[config.mk]
export PLATFORM = sky130hd
export DESIGN_NAME = min_search_ctrl
export DESIGN_NICKNAME = d
export VERILOG_FILES = /design/src/rtl/min_search_ctrl.sv
export SDC_FILE = /design/constraint.sdc
export NUM_CORES = 1
export LEC_CHECK = 0
export BUFFER_PORTS_ARGS = -buffer_cell sky130_fd_sc_hd__buf_2
export CAP_MARGIN = 40
export CORE_AREA = 2 2 65 129
export CTS_BUF_LIST = sky130_fd_sc_hd__clkbuf_8
export CTS_CLUSTER_SIZE = 20
export DETAILED_ROUTE_END_ITERATION = 10
export DIE_AREA = 0 0 67 131
export MAX_ROUTING_LAYER = met4
export PLACE_DENSITY = 0.65
export REMOVE_ABC_BUFFERS = 1
export SKIP_CTS_REPAIR_TIMING = 1
export SLEW_MARGIN = 15
export SYNTH_ARGS = -nofsm -noshare
export SYNTH_HDL_FRONTEND = slang
export SYNTH_SLANG_ARGS = --single-unit
[constraint.sdc]
create_clock -name clk_i -period 2.25 [get_ports clk_i]
set_input_delay 0.45 -clock clk_i [delete_from_list [all_inputs] [get_ports clk_i]]
set_output_delay 0.45 -clock clk_i [all_outputs]
set_load 0.01 [all_outputs]
[src/rtl/min_search_ctrl.sv]
// Sequential min/argmin search over a block of unsigned samples in a
// synchronous-read memory: one read per cycle, one shared less-than comparator.

module comparator_less_than #(
  parameter int WIDTH = 13
) (
  input  logic [WIDTH-1:0] a_i,
  input  logic [WIDTH-1:0] b_i,
  output logic             lt_o
);
  assign lt_o = (a_i < b_i);
endmodule

module min_search_ctrl #(
  parameter int DATA_WIDTH = 13,
  parameter int ADDR_WIDTH = 8
) (
  input  logic                  clk_i,
  input  logic                  rst_i,
  input  logic                  start_i,
  input  logic [ADDR_WIDTH:0]   len_i,
  output logic                  rd_en_o,
  output logic [ADDR_WIDTH-1:0] rd_addr_o,
  input  logic [DATA_WIDTH-1:0] rd_data_i,
  output logic                  busy_o,
  output logic                  done_o,
  output logic [DATA_WIDTH-1:0] min_o,
  output logic [ADDR_WIDTH-1:0] min_idx_o,
  output logic [1:0]            state_o
);

  typedef enum logic [1:0] {
    IDLE  = 2'd0,
    SCAN  = 2'd1,
    DRAIN = 2'd2,
    DONE  = 2'd3
  } state_t;

  localparam logic [ADDR_WIDTH:0] MAX_LEN = {1'b1, {ADDR_WIDTH{1'b0}}};

  state_t                state_q, state_d;
  logic [ADDR_WIDTH:0]   cnt_q, cnt_d;
  logic [ADDR_WIDTH:0]   len_q, len_d;
  logic [ADDR_WIDTH:0]   len_sat;
  logic                  rd_en_d;
  logic [ADDR_WIDTH-1:0] rd_addr_d;
  logic                  busy_d;
  logic                  done_d;
  logic [DATA_WIDTH-1:0] min_d;
  logic [ADDR_WIDTH-1:0] idx_d;

  // Read handshake: rd_en_o/rd_addr_o in cycle N returns rd_data_i in cycle
  // N+1 with no back-pressure; vld_q/idx_q mark that return cycle.
  logic                  vld_q;
  logic [ADDR_WIDTH-1:0] idx_q;
  logic [DATA_WIDTH-1:0] run_min;
  logic [ADDR_WIDTH-1:0] run_idx;
  logic                  lt;
  logic                  take;
  logic [DATA_WIDTH-1:0] cand_min;
  logic [ADDR_WIDTH-1:0] cand_idx;

  assign state_o = state_q;
  assign len_sat = (len_i > MAX_LEN) ? MAX_LEN : len_i;

  comparator_less_than #(.WIDTH(DATA_WIDTH)) u_cmp (
    .a_i  (rd_data_i),
    .b_i  (run_min),
    .lt_o (lt)
  );

  // Index 0 seeds the running minimum; strict less-than keeps the earliest tie.
  assign take     = vld_q && ((idx_q == '0) || lt);
  assign cand_min = take ? rd_data_i : run_min;
  assign cand_idx = take ? idx_q : run_idx;

  always_comb begin
    state_d   = state_q;
    cnt_d     = cnt_q;
    len_d     = len_q;
    rd_en_d   = 1'b0;
    rd_addr_d = rd_addr_o;
    busy_d    = 1'b0;
    done_d    = 1'b0;
    min_d     = min_o;
    idx_d     = min_idx_o;
    case (state_q)
      IDLE: begin
        if (start_i) begin
          if (len_sat == '0) begin
            state_d = DONE;
            done_d  = 1'b1;
            min_d   = '1;
            idx_d   = '0;
          end else begin
            state_d   = SCAN;
            len_d     = len_sat;
            cnt_d     = {{ADDR_WIDTH{1'b0}}, 1'b1};
            rd_en_d   = 1'b1;
            rd_addr_d = '0;
            busy_d    = 1'b1;
          end
        end
      end
      SCAN: begin
        busy_d = 1'b1;
        // cnt_q is the next address to read; reaching len_q means all issued.
        if (cnt_q == len_q) begin
          state_d = DRAIN;
        end else begin
          rd_en_d   = 1'b1;
          rd_addr_d = cnt_q[ADDR_WIDTH-1:0];
          cnt_d     = cnt_q + 1'b1;
        end
      end
      DRAIN: begin
        state_d = DONE;
        done_d  = 1'b1;
        min_d   = cand_min;
        idx_d   = cand_idx;
      end
      DONE: begin
        state_d = IDLE;
      end
      default: begin
        state_d = IDLE;
      end
    endcase
  end

  always_ff @(posedge clk_i) begin
    if (rst_i) begin
      state_q   <= IDLE;
      cnt_q     <= '0;
      len_q     <= '0;
      rd_en_o   <= 1'b0;
      rd_addr_o <= '0;
      busy_o    <= 1'b0;
      done_o    <= 1'b0;
      min_o     <= '0;
      min_idx_o <= '0;
      vld_q     <= 1'b0;
      idx_q     <= '0;
      run_min   <= '0;
      run_idx   <= '0;
    end else begin
      state_q   <= state_d;
      cnt_q     <= cnt_d;
      len_q     <= len_d;
      rd_en_o   <= rd_en_d;
      rd_addr_o <= rd_addr_d;
      busy_o    <= busy_d;
      done_o    <= done_d;
      min_o     <= min_d;
      min_idx_o <= idx_d;
      vld_q     <= rd_en_o;
      idx_q     <= rd_addr_o;
      run_min   <= cand_min;
      run_idx   <= cand_idx;
    end
  end

endmodule

==> results of run 1 <==
==> Yosys cell counts, drive strengths merged, types with 15 or more instances <==
library cell and count:
o21ai 16, mux2i 21, nand3 16, a21oi 23
nand2 34, inv 27, nor2 48, ha 16
dfxtp 82, a211oi 15
==> registers in the layout, indices dropped and copies added (netlist names) <==
signal	cells
run_idx	8
min_o	13
len_q	9
cnt_q	9
vld_q	1
state_o	2
run_min	13
min_idx_o	8
busy_o	1
idx_q	8
rd_addr_o	8
rd_en_o	1
done_o	1
==> cell type report <==
| cell class | instances | area (um2) | area share (%) |
|---|---|---|---|
| Clock buffer | 9 | 124 | 2.95 |
| Clock inverter | 7 | 46.3 | 1.10 |
| Inverter | 27 | 101 | 2.42 |
| Multi-Input combinational cell | 250 | 1620 | 38.7 |
| Sequential cell | 82 | 1640 | 39.1 |
| Tap cell | 96 | 120 | 2.86 |
| Timing Repair Buffer | 89 | 539 | 12.9 |
==> critical path, stage by stage, from the launching register on <==
cell and delay [ns]:
dfxtp_1 0.32, inv_1 0.07, ha_1 0.17, and2_1 0.19, o41ai_2 0.10, a21boi_2 0.18, a41oi_4 0.31, buf_6 0.22
a21oi_1 0.08, mux2_2 0.26
==> cell families after synthesis <==
kind of cell	Yosys count	synth area share, %
buffers and inverters	45	5.66
xor gates and xnor gates	9	2.29
AOI/OAI and AO/OA	76	15.3
and+or+nand+nor	127	16.9
muxes	22	6.43
DFF	82	47.6
adders and majority gates	16	5.81
==> per-stage QoR <==
step | setup TNS [ns] | total power, mW
2_1_floorplan | -38.55 | 2.43
3_3_place_gp | -1.57 | 2.89
3_5_place_dp | -1.40 | 2.93
4_1_cts | 0 | 3.86
5_1_grt | 0 | 4.10
6_report | 0 | 3.84
==> report_power, final <==
group	internal [mW]	switching (mW)	total (mW)
clock network	0.395	0.532	0.927
logic	0.534	0.702	1.24
registers	1.60	0.0726	1.67
==> cells in the final DEF (no fill, tap or decap), types with 4 or more instances in the layout <==
master / n
dfxtp_1: 82
buf_4: 29
mux2i_1: 21
a21oi_1: 20
o21ai_0: 5
buf_2: 58
clkbuf_8: 9
o2bb2ai_1: 8
o21ai_1: 9
nor4_1: 4
nand3_1: 15
nor3b_1: 4
nor2_1: 48
inv_1: 27
nand2_1: 34
a21o_1: 5
xor2_1: 9
nor3_1: 7
ha_1: 16
a211oi_1: 15
==> final timing paths <==
check / to / cells after the start
worst max-delay path: cnt_q[2] / 9
worst min-delay path: run_min[0] / 3
worst max register to register: cnt_q[2] / 9
worst min register to register: idx_q[5] / 2
==> per-layer routing <==
metal	up-vias	routed length, um	global-route usage (%)	part of all wire [%]
met2	57	3510	29.2	48
met4	0	139	7.56	1.9
met1	1285	3380	22.4	46
li1	1464	-	-	-
met5	-	0	-	0
met3	11	295	3.85	4.0
==> flow_summary_export.csv, run 1 <==
group,metric,value,unit
outcome,status,"finished, final reports clean",
logic_synthesis,netlist_area,3450,um2
clocking,clkSlewWorstSetupHoldPaths,0.08,ns
timing,setup_viol,0,
clocking,cts_buffers,9,
global_route,grt-ovfl-total,0,
global_route,grt_max_degree,36,
route,drtIter0Drc,147,
placement,pre_cts_slack,-0.141,ns
logic_synthesis,netlist.top_cell.by_area,"dfxtp_1",
clocking,numClockSinks,82,
logic_synthesis,ys_top_cells_by_area,"dfxtp_1 (48%), mux2i_1 (6.1%), ha_1 (5.8%)",
power,powerDensity,914,nW/um2
timing,fin_worst_skew,0.00614,ns
logic_synthesis,post_synth.cell_area_avg,9.14,um2
global_route,gr-usage-all-layers,18.4,%
timing,finalCritPeriodShare,89.1,%
clocking,cts_tree,"yes",
cells_and_area,fin_cells,560,
route,post-route-drc-count,0,
clocking,root_buffer,"clkbuf_8",
setup_path,cp.required,2.50,ns
setup_path,r2r-start,"state_o[0]",
placement,dp.cells,544,
timing,worst_pin_slew,0.576,ns
power,peakVddDrop,0.000411,V
route,firstDrtPassIters,4,
cells_and_area,fillers,776,
logic_synthesis,ys_seq_elements,82,
die,die_h,131,um
route,viasPerCell,5.03,
logic_synthesis,netlist_instances,377,
cells_and_area,utilization,53.6,%
cells_and_area,area_growth,21.8,%
cells_and_area,n_antenna_cell,0,
setup_path,crit_arrival,2.25,ns
hold_path,hp-start,"rd_data_i[0]",
die,io_pins,59,
clocking,cts_buffer_depth,2,
die,rows,46,
die,fp.dieW,67,um
route,drt_wl_total,7320,um
die,coreArea,7830,um2
cells_and_area,fin_nets,500,
cells_and_area,drive_gt1_share,25.9,%
logic_synthesis,synth.distinct_cells,41,
logic_synthesis,yosysSeqAreaShare,47.6,%
clocking,cts-htree-levels,3,
placement,io_buffer_count,58,
cells_and_area,fin_area,4200,um2
power,p_leak,1.98,nW
global_route,grt_first_pass_wirelength,12000,um
placement,gp_congestion,0.800,
global_route,antenna_found_initial,0,
setup_path,crit_path_max_fanout,16,
timing,slew_headroom,61.4,%
route,dr_total_vias,2817,
setup_path,end_kind,"flip-flop",
logic_synthesis,synth-async-reset-ratio,0,%
timing,holdWs,0.367,ns
run,cap_violations,0,
logic_synthesis,synthFlopType,"dfxtp_1",
placement,detailed_place_hpwl,5430,um
setup_path,cp-start-kind,"flip-flop",
die,initial_core_util,44.0,%
hold_path,hp-class,"primary input to flip-flop",
setup_path,crit_type,"flip-flop to flip-flop",
timing,drv_slew,0,
global_route,grt_pass1_vias,2602,
logic_synthesis,synth_edf_count,0,
timing,min_period,2.00,ns
timing,rsz0062_at_grt,"no",
die,die-area,8780,um2
setup_path,critPathLaunch,"state_o[0]",
logic_synthesis,yosysTopAreaCellShare,47.6,%
timing,hold_viol_final,0,
timing,max_freq,499,MHz
setup_path,rrSetupSlack,0.25,ns
timing,setup_ws,0.246,ns
route,wl_per_cell,13.1,um
placement,postPlaceCellArea,4020,um2
logic_synthesis,yosysWarnings,0,
clocking,clk_latency,0.36,ns
route,ant_nets,0,
(Power assumes the default switching activity.)
==> run 2, diff against run 1 <==
--- a/config.mk
+++ b/config.mk
@@ -7,13 +7,13 @@
 export LEC_CHECK = 0
 export BUFFER_PORTS_ARGS = -buffer_cell sky130_fd_sc_hd__buf_2
 export CAP_MARGIN = 40
-export CORE_AREA = 2 2 65 129
+export CORE_AREA = 2 2 58 115
 export CTS_BUF_LIST = sky130_fd_sc_hd__clkbuf_8
 export CTS_CLUSTER_SIZE = 20
 export DETAILED_ROUTE_END_ITERATION = 10
-export DIE_AREA = 0 0 67 131
+export DIE_AREA = 0 0 60 117
 export MAX_ROUTING_LAYER = met4
-export PLACE_DENSITY = 0.65
+export PLACE_DENSITY = 0.8
 export REMOVE_ABC_BUFFERS = 1
 export SKIP_CTS_REPAIR_TIMING = 1
 export SLEW_MARGIN = 15
==> run 2 against run 1 <==
Compared with the run above: first-iteration DRC count decreased by 32%; maximum frequency down 1.2%; design area fell by 0.66%; sequential power about the same; global-route usage increased by 3.8 points; total power up 3.3%; cell count down 3.0%; sequential cell count did not move; utilization rose by 14 points; hold slack improved by 0.011 ns; die area decreased by 20%; routed wire length shrank 4.4%; critical path type unchanged; critical endpoint is now cnt_q[8]; largest power group unchanged; highest routed layer unchanged.
==> flow_summary_export.csv, run 2 (same netlist as run 1, synthesis figures left out) <==
group,metric,value,unit
global_route,grt_max_degree,24,
die,initial_core_util,55.5,%
timing,holdWs,0.379,ns
hold_path,hp-class,"primary input to flip-flop",
cells_and_area,area_growth,21.0,%
die,die-area,7020,um2
power,peakVddDrop,0.000640,V
power,totalPowerFinal,3.96,mW
route,post-route-drc-count,0,
cells_and_area,mostFrequentLayoutCells,"dfxtp_1 (82), buf_2 (58), nor2_1 (48), nand2_1 (34), inv_1 (28)",
timing,finalCritPeriodShare,90.2,%
setup_path,end_kind,"flip-flop",
route,dr_total_vias,2807,
setup_path,cp_slowest_cell,"a41oi_4",
timing,worst_pin_slew,0.613,ns
placement,postPlaceCellArea,3950,um2
clocking,root_buffer,"clkbuf_8",
timing,fin_worst_skew,0.00720,ns
setup_path,r2r-start,"state_o[0]",
die,rows,41,
setup_path,cp-start-kind,"flip-flop",
cells_and_area,layout_commonest_cell,"dfxtp_1",
cells_and_area,n_antenna_cell,0,
placement,io_buffer_count,58,
timing,setup_viol,0,
timing,rsz0062_at_grt,"no",
setup_path,crit_arrival,2.27,ns
clocking,cts-htree-levels,3,
route,drtIter0Drc,100,
clocking,clkSlewWorstSetupHoldPaths,0.08,ns
global_route,grt_first_pass_wirelength,11500,um
clocking,cts_tree,"yes",
setup_path,max_stage_delay,0.52,ns
setup_path,crit_type,"flip-flop to flip-flop",
setup_path,critPathLaunch,"state_o[0]",
clocking,cts_buffers,9,
clocking,numClockSinks,82,
route,ant_nets,0,
cells_and_area,utilization,67.2,%
global_route,grt_pass1_vias,2665,
cells_and_area,drive_gt1_share,24.7,%
route,wl_per_cell,12.9,um
cells_and_area,fin_area,4170,um2
placement,gp_congestion,0.864,
die,coreArea,6210,um2
timing,max_freq,493,MHz
power,powerDensity,950,nW/um2
timing,slew_headroom,59.0,%
route,firstDrtPassIters,4,
clocking,clk_latency,0.35,ns
hold_path,holdPathStages,3,
route,viasPerCell,5.17,
die,fp.dieW,60,um
setup_path,crit_path_max_fanout,21,
cells_and_area,fillers,515,
run,cap_violations,0,
global_route,grt-ovfl-total,0,
setup_path,reg2regPathDepth,8,
die,die_h,117,um
global_route,gr-usage-all-layers,22.2,%
setup_path,cp.required,2.49,ns
setup_path,worstPathCellList,"inv_1 -> ha_1 -> and2_1 -> o41ai_2 -> a21boi_2 -> a41oi_4 -> nand2_1 -> a32o_1",
route,drt_wl_total,7000,um
timing,drv_slew,0,
hold_path,hp-start,"len_i[0]",
power,p_leak,1.97,nW
die,io_pins,59,
outcome,status,"finished, final reports clean",
timing,min_period,2.03,ns
clocking,cts_buffer_depth,2,
global_route,antenna_found_initial,0,
cells_and_area,layout.area.seq,1640,um2
placement,detailed_place_hpwl,5180,um
cells_and_area,reg_top3,"min_o: 13 flops, run_min: 13 flops",
cells_and_area,fin_nets,493,
cells_and_area,multi_input_area,1630,um2
timing,hold_viol_final,0,
[run 2: final timing paths]
kind              slack [ns]           end
hold reg to reg         0.46  min_idx_o[4]
setup reg to reg        0.22      cnt_q[8]
hold / removal          0.38      len_q[0]
setup / recovery        0.22      cnt_q[8]
[run 2: routing by layer]
layer / global-route usage [%] / up-vias / part of all wire [%]
li1: - / 1444 / -
met2: 34.0 / 69 / 48
met3: 4.40 / 11 / 3.9
met5: - / - / 0
met1: 27.9 / 1283 / 46
met4: 10.2 / 0 / 1.9
[run 2: where the power goes]
part	internal [mW]	switching (mW)	total, mW
sequential	1.60	0.0720	1.67
combinational	0.519	0.696	1.21
clock	0.567	0.507	1.07
total	2.69	1.27	3.96
[run 2: critical path: cells and delay by family (launching register included)]
kind                     cells  cell delay [ns]
AO/OA/AOI/OAI                4             1.07
AND/OR/NAND/NOR              2             0.30
adder cells (fa/ha/maj)      1             0.17
flip-flops                   1             0.31
buffers and inverters        1             0.07
[run 2: metrics by stage]
stage                     setup TNS [ns]  cells  setup slack [ns]
final                                  0    543             0.221
after global routing                   0    543           0.00422
after CTS                     -0.0000413    543        -0.0000413
after detailed placement           -1.91    527            -0.157
after global placement            -0.997    527           -0.0969
after floorplan                   -38.55    359            -0.718
[run 2: cell type report]
| type | instances | area share [%] |
|---|---|---|
| Clock inverter | 5 | 1.29 |
| Clock buffer | 11 | 3.63 |
| Timing Repair Buffer | 82 | 11.6 |
| Multi-Input combinational cell | 250 | 39.1 |
| Sequential cell | 82 | 39.4 |
| Tap cell | 86 | 2.58 |
| Inverter | 27 | 2.43 |
==> run 3, diff against run 2 <==
--- a/config.mk
+++ b/config.mk
@@ -7,11 +7,11 @@
 export LEC_CHECK = 0
 export BUFFER_PORTS_ARGS = -buffer_cell sky130_fd_sc_hd__buf_2
 export CAP_MARGIN = 40
-export CORE_AREA = 2 2 58 115
+export CORE_AREA = 2 2 81 83
 export CTS_BUF_LIST = sky130_fd_sc_hd__clkbuf_8
 export CTS_CLUSTER_SIZE = 20
 export DETAILED_ROUTE_END_ITERATION = 10
-export DIE_AREA = 0 0 60 117
+export DIE_AREA = 0 0 83 85
 export MAX_ROUTING_LAYER = met4
 export PLACE_DENSITY = 0.8
 export REMOVE_ABC_BUFFERS = 1
@@ -20,3 +20,4 @@
 export SYNTH_ARGS = -nofsm -noshare
 export SYNTH_HDL_FRONTEND = slang
 export SYNTH_SLANG_ARGS = --single-unit
+export TNS_END_PERCENT = 30
==> run 3 against run 2 <==
Compared with the run above: maximum frequency shrank 3.0%; die area grew 0.50%; highest routed layer unchanged; utilization shrank 0.72 points; via count grew 1.2%; worst setup slack lost 0.062 ns; total power grew 0.28%; sequential power is essentially flat.
==> flow_summary_export.csv, run 3 (same netlist as run 1, synthesis figures left out) <==
group,metric,value,unit
outcome,status,"finished, final reports clean",
route,post-route-drc-count,0,
setup_path,r2r-start,"run_min[10]",
timing,slew_headroom,58.6,%
hold_path,hp-class,"primary input to flip-flop",
setup_path,crit_path_max_fanout,9,
placement,postPlaceCellArea,3900,um2
clocking,cts-htree-levels,3,
global_route,antenna_found_initial,0,
hold_path,holdPathStages,3,
cells_and_area,n_antenna_cell,0,
setup_path,reg2regPathDepth,9,
setup_path,cp_num_buf_inv,2,
route,drtIter0Drc,144,
timing,finalCritPeriodShare,92.9,%
die,die-area,7060,um2
route,dr_total_vias,2840,
timing,setup_viol,0,
setup_path,end_kind,"flip-flop",
die,coreArea,6200,um2
timing,fin_worst_skew,0.0121,ns
cells_and_area,layout_commonest_cell,"dfxtp_1",
clocking,clk_latency,0.36,ns
clocking,numClockSinks,82,
setup_path,cp.required,2.47,ns
die,die_h,85,um
setup_path,max_stage_delay,0.34,ns
power,powerDensity,964,nW/um2
setup_path,worstPathCellList,"inv_1 -> ha_1 -> a211oi_1 -> o21ai_0 -> a22oi_1 -> o21ai_2 -> buf_4 -> mux2i_1 -> a211oi_2",
timing,max_freq,478,MHz
cells_and_area,fin_cells,529,
global_route,grt_pass1_vias,2803,
cells_and_area,fillers,518,
setup_path,crit_type,"flip-flop to flip-flop",
clocking,root_buffer,"clkbuf_8",
cells_and_area,layout.area.seq,1640,um2
hold_path,hp-start,"rd_data_i[4]",
clocking,cts_buffers,9,
setup_path,crit_arrival,2.31,ns
power,peakVddDrop,0.000492,V
setup_path,path_delay_family,"compound AO/OA/AOI/OAI gates",
route,viasPerCell,5.37,
cells_and_area,multi_input_area,1640,um2
hold_path,worstHoldEndpoint,"run_min[4]",
placement,dp.cells,513,
route,drt_wl_total,7480,um
setup_path,rrSetupSlack,0.16,ns
setup_path,cp_slowest_cell,"dfxtp_1",
timing,worst_pin_slew,0.618,ns
global_route,grt_max_degree,30,
global_route,grt-ovfl-total,0,
route,wl_per_cell,14.1,um
timing,min_period,2.09,ns
cells_and_area,drive_gt1_share,24.6,%
timing,holdWs,0.373,ns
clocking,cts_buffer_depth,2,
die,fp.dieW,83,um
placement,detailed_place_hpwl,5520,um
cells_and_area,area_growth,19.6,%
clocking,clkSlewWorstSetupHoldPaths,0.09,ns
cells_and_area,mostFrequentLayoutCells,"dfxtp_1 (82), buf_2 (58), nor2_1 (48), nand2_1 (34), inv_1 (27)",
timing,rsz0062_at_grt,"no",
die,io_pins,59,
die,initial_core_util,55.5,%
run,cap_violations,0,
setup_path,cp-start-kind,"flip-flop",
power,p_leak,1.94,nW
cells_and_area,fin_area,4120,um2
timing,hold_viol_final,0,
cells_and_area,reg_top3,"min_o: 13 flops, run_min: 13 flops",
route,firstDrtPassIters,4,
placement,io_buffer_count,58,
route,ant_nets,0,
setup_path,r2r-end,"min_o[12]",
placement,gp_congestion,0.843,
die,rows,29,
clocking,cts_tree,"yes",
global_route,gr-usage-all-layers,23.0,%
cells_and_area,fin_nets,488,
timing,drv_slew,0,
global_route,grt_first_pass_wirelength,12700,um
run 3: final cells by class:
| class | count | share of cell area [%] |
|---|---|---|
| flip-flops and latches | 82 | 39.8 |
| clock buffers | 9 | 3.00 |
| inverters | 27 | 2.46 |
| multi-input cells | 250 | 39.7 |
| repair buffers | 77 | 10.8 |
| clock inverters | 7 | 1.85 |
| well taps | 77 | 2.34 |
run 3: worst max-delay path by stage:
stage                              from            to  cells after the start
after global placement         len_i[5]  rd_addr_o[5]                      7
final                       run_min[10]     min_o[12]                      9
after detailed placement       len_i[5]  rd_addr_o[1]                      7
after floorplan           rd_data_i[12]      min_o[0]                      7
after global routing        run_min[10]     min_o[12]                      9
after CTS                    state_o[0]      cnt_q[2]                      8
run 3: tightest hold or removal path, delay by kind of cell:
family                 cells  cell delay (ns)
buffers and inverters      1             0.09
multiplexers               1             0.08
AND/OR/NAND/NOR            1             0.08
run 3: through the flow:
step	setup WS, ns	TNS (ns)	power, mW	utilization, %
floorplan	-0.718	-38.55	2.43	-
global placement	-0.0711	-0.641	2.83	62.8
detailed placement	-0.120	-1.10	2.87	62.8
CTS	-0.0392	-0.0437	3.95	66.0
global route	0.0115	0	4.22	66.4
finish	0.159	0	3.97	66.4
run 3: where the power goes:
group          internal [mW]  switching, mW  total, mW
sequential              1.60         0.0802       1.68
clock                  0.520          0.559       1.08
combinational          0.498          0.714       1.21
total                   2.62           1.35       3.97
run 3: routing by layer:
metal	routed length (um)	vias to the layer above	track usage [%]
li1	-	1440	-
met4	125	0	9.84
met3	299	12	4.67
met5	0	-	-
met1	3170	1325	25.0
met2	3880	63	40.7
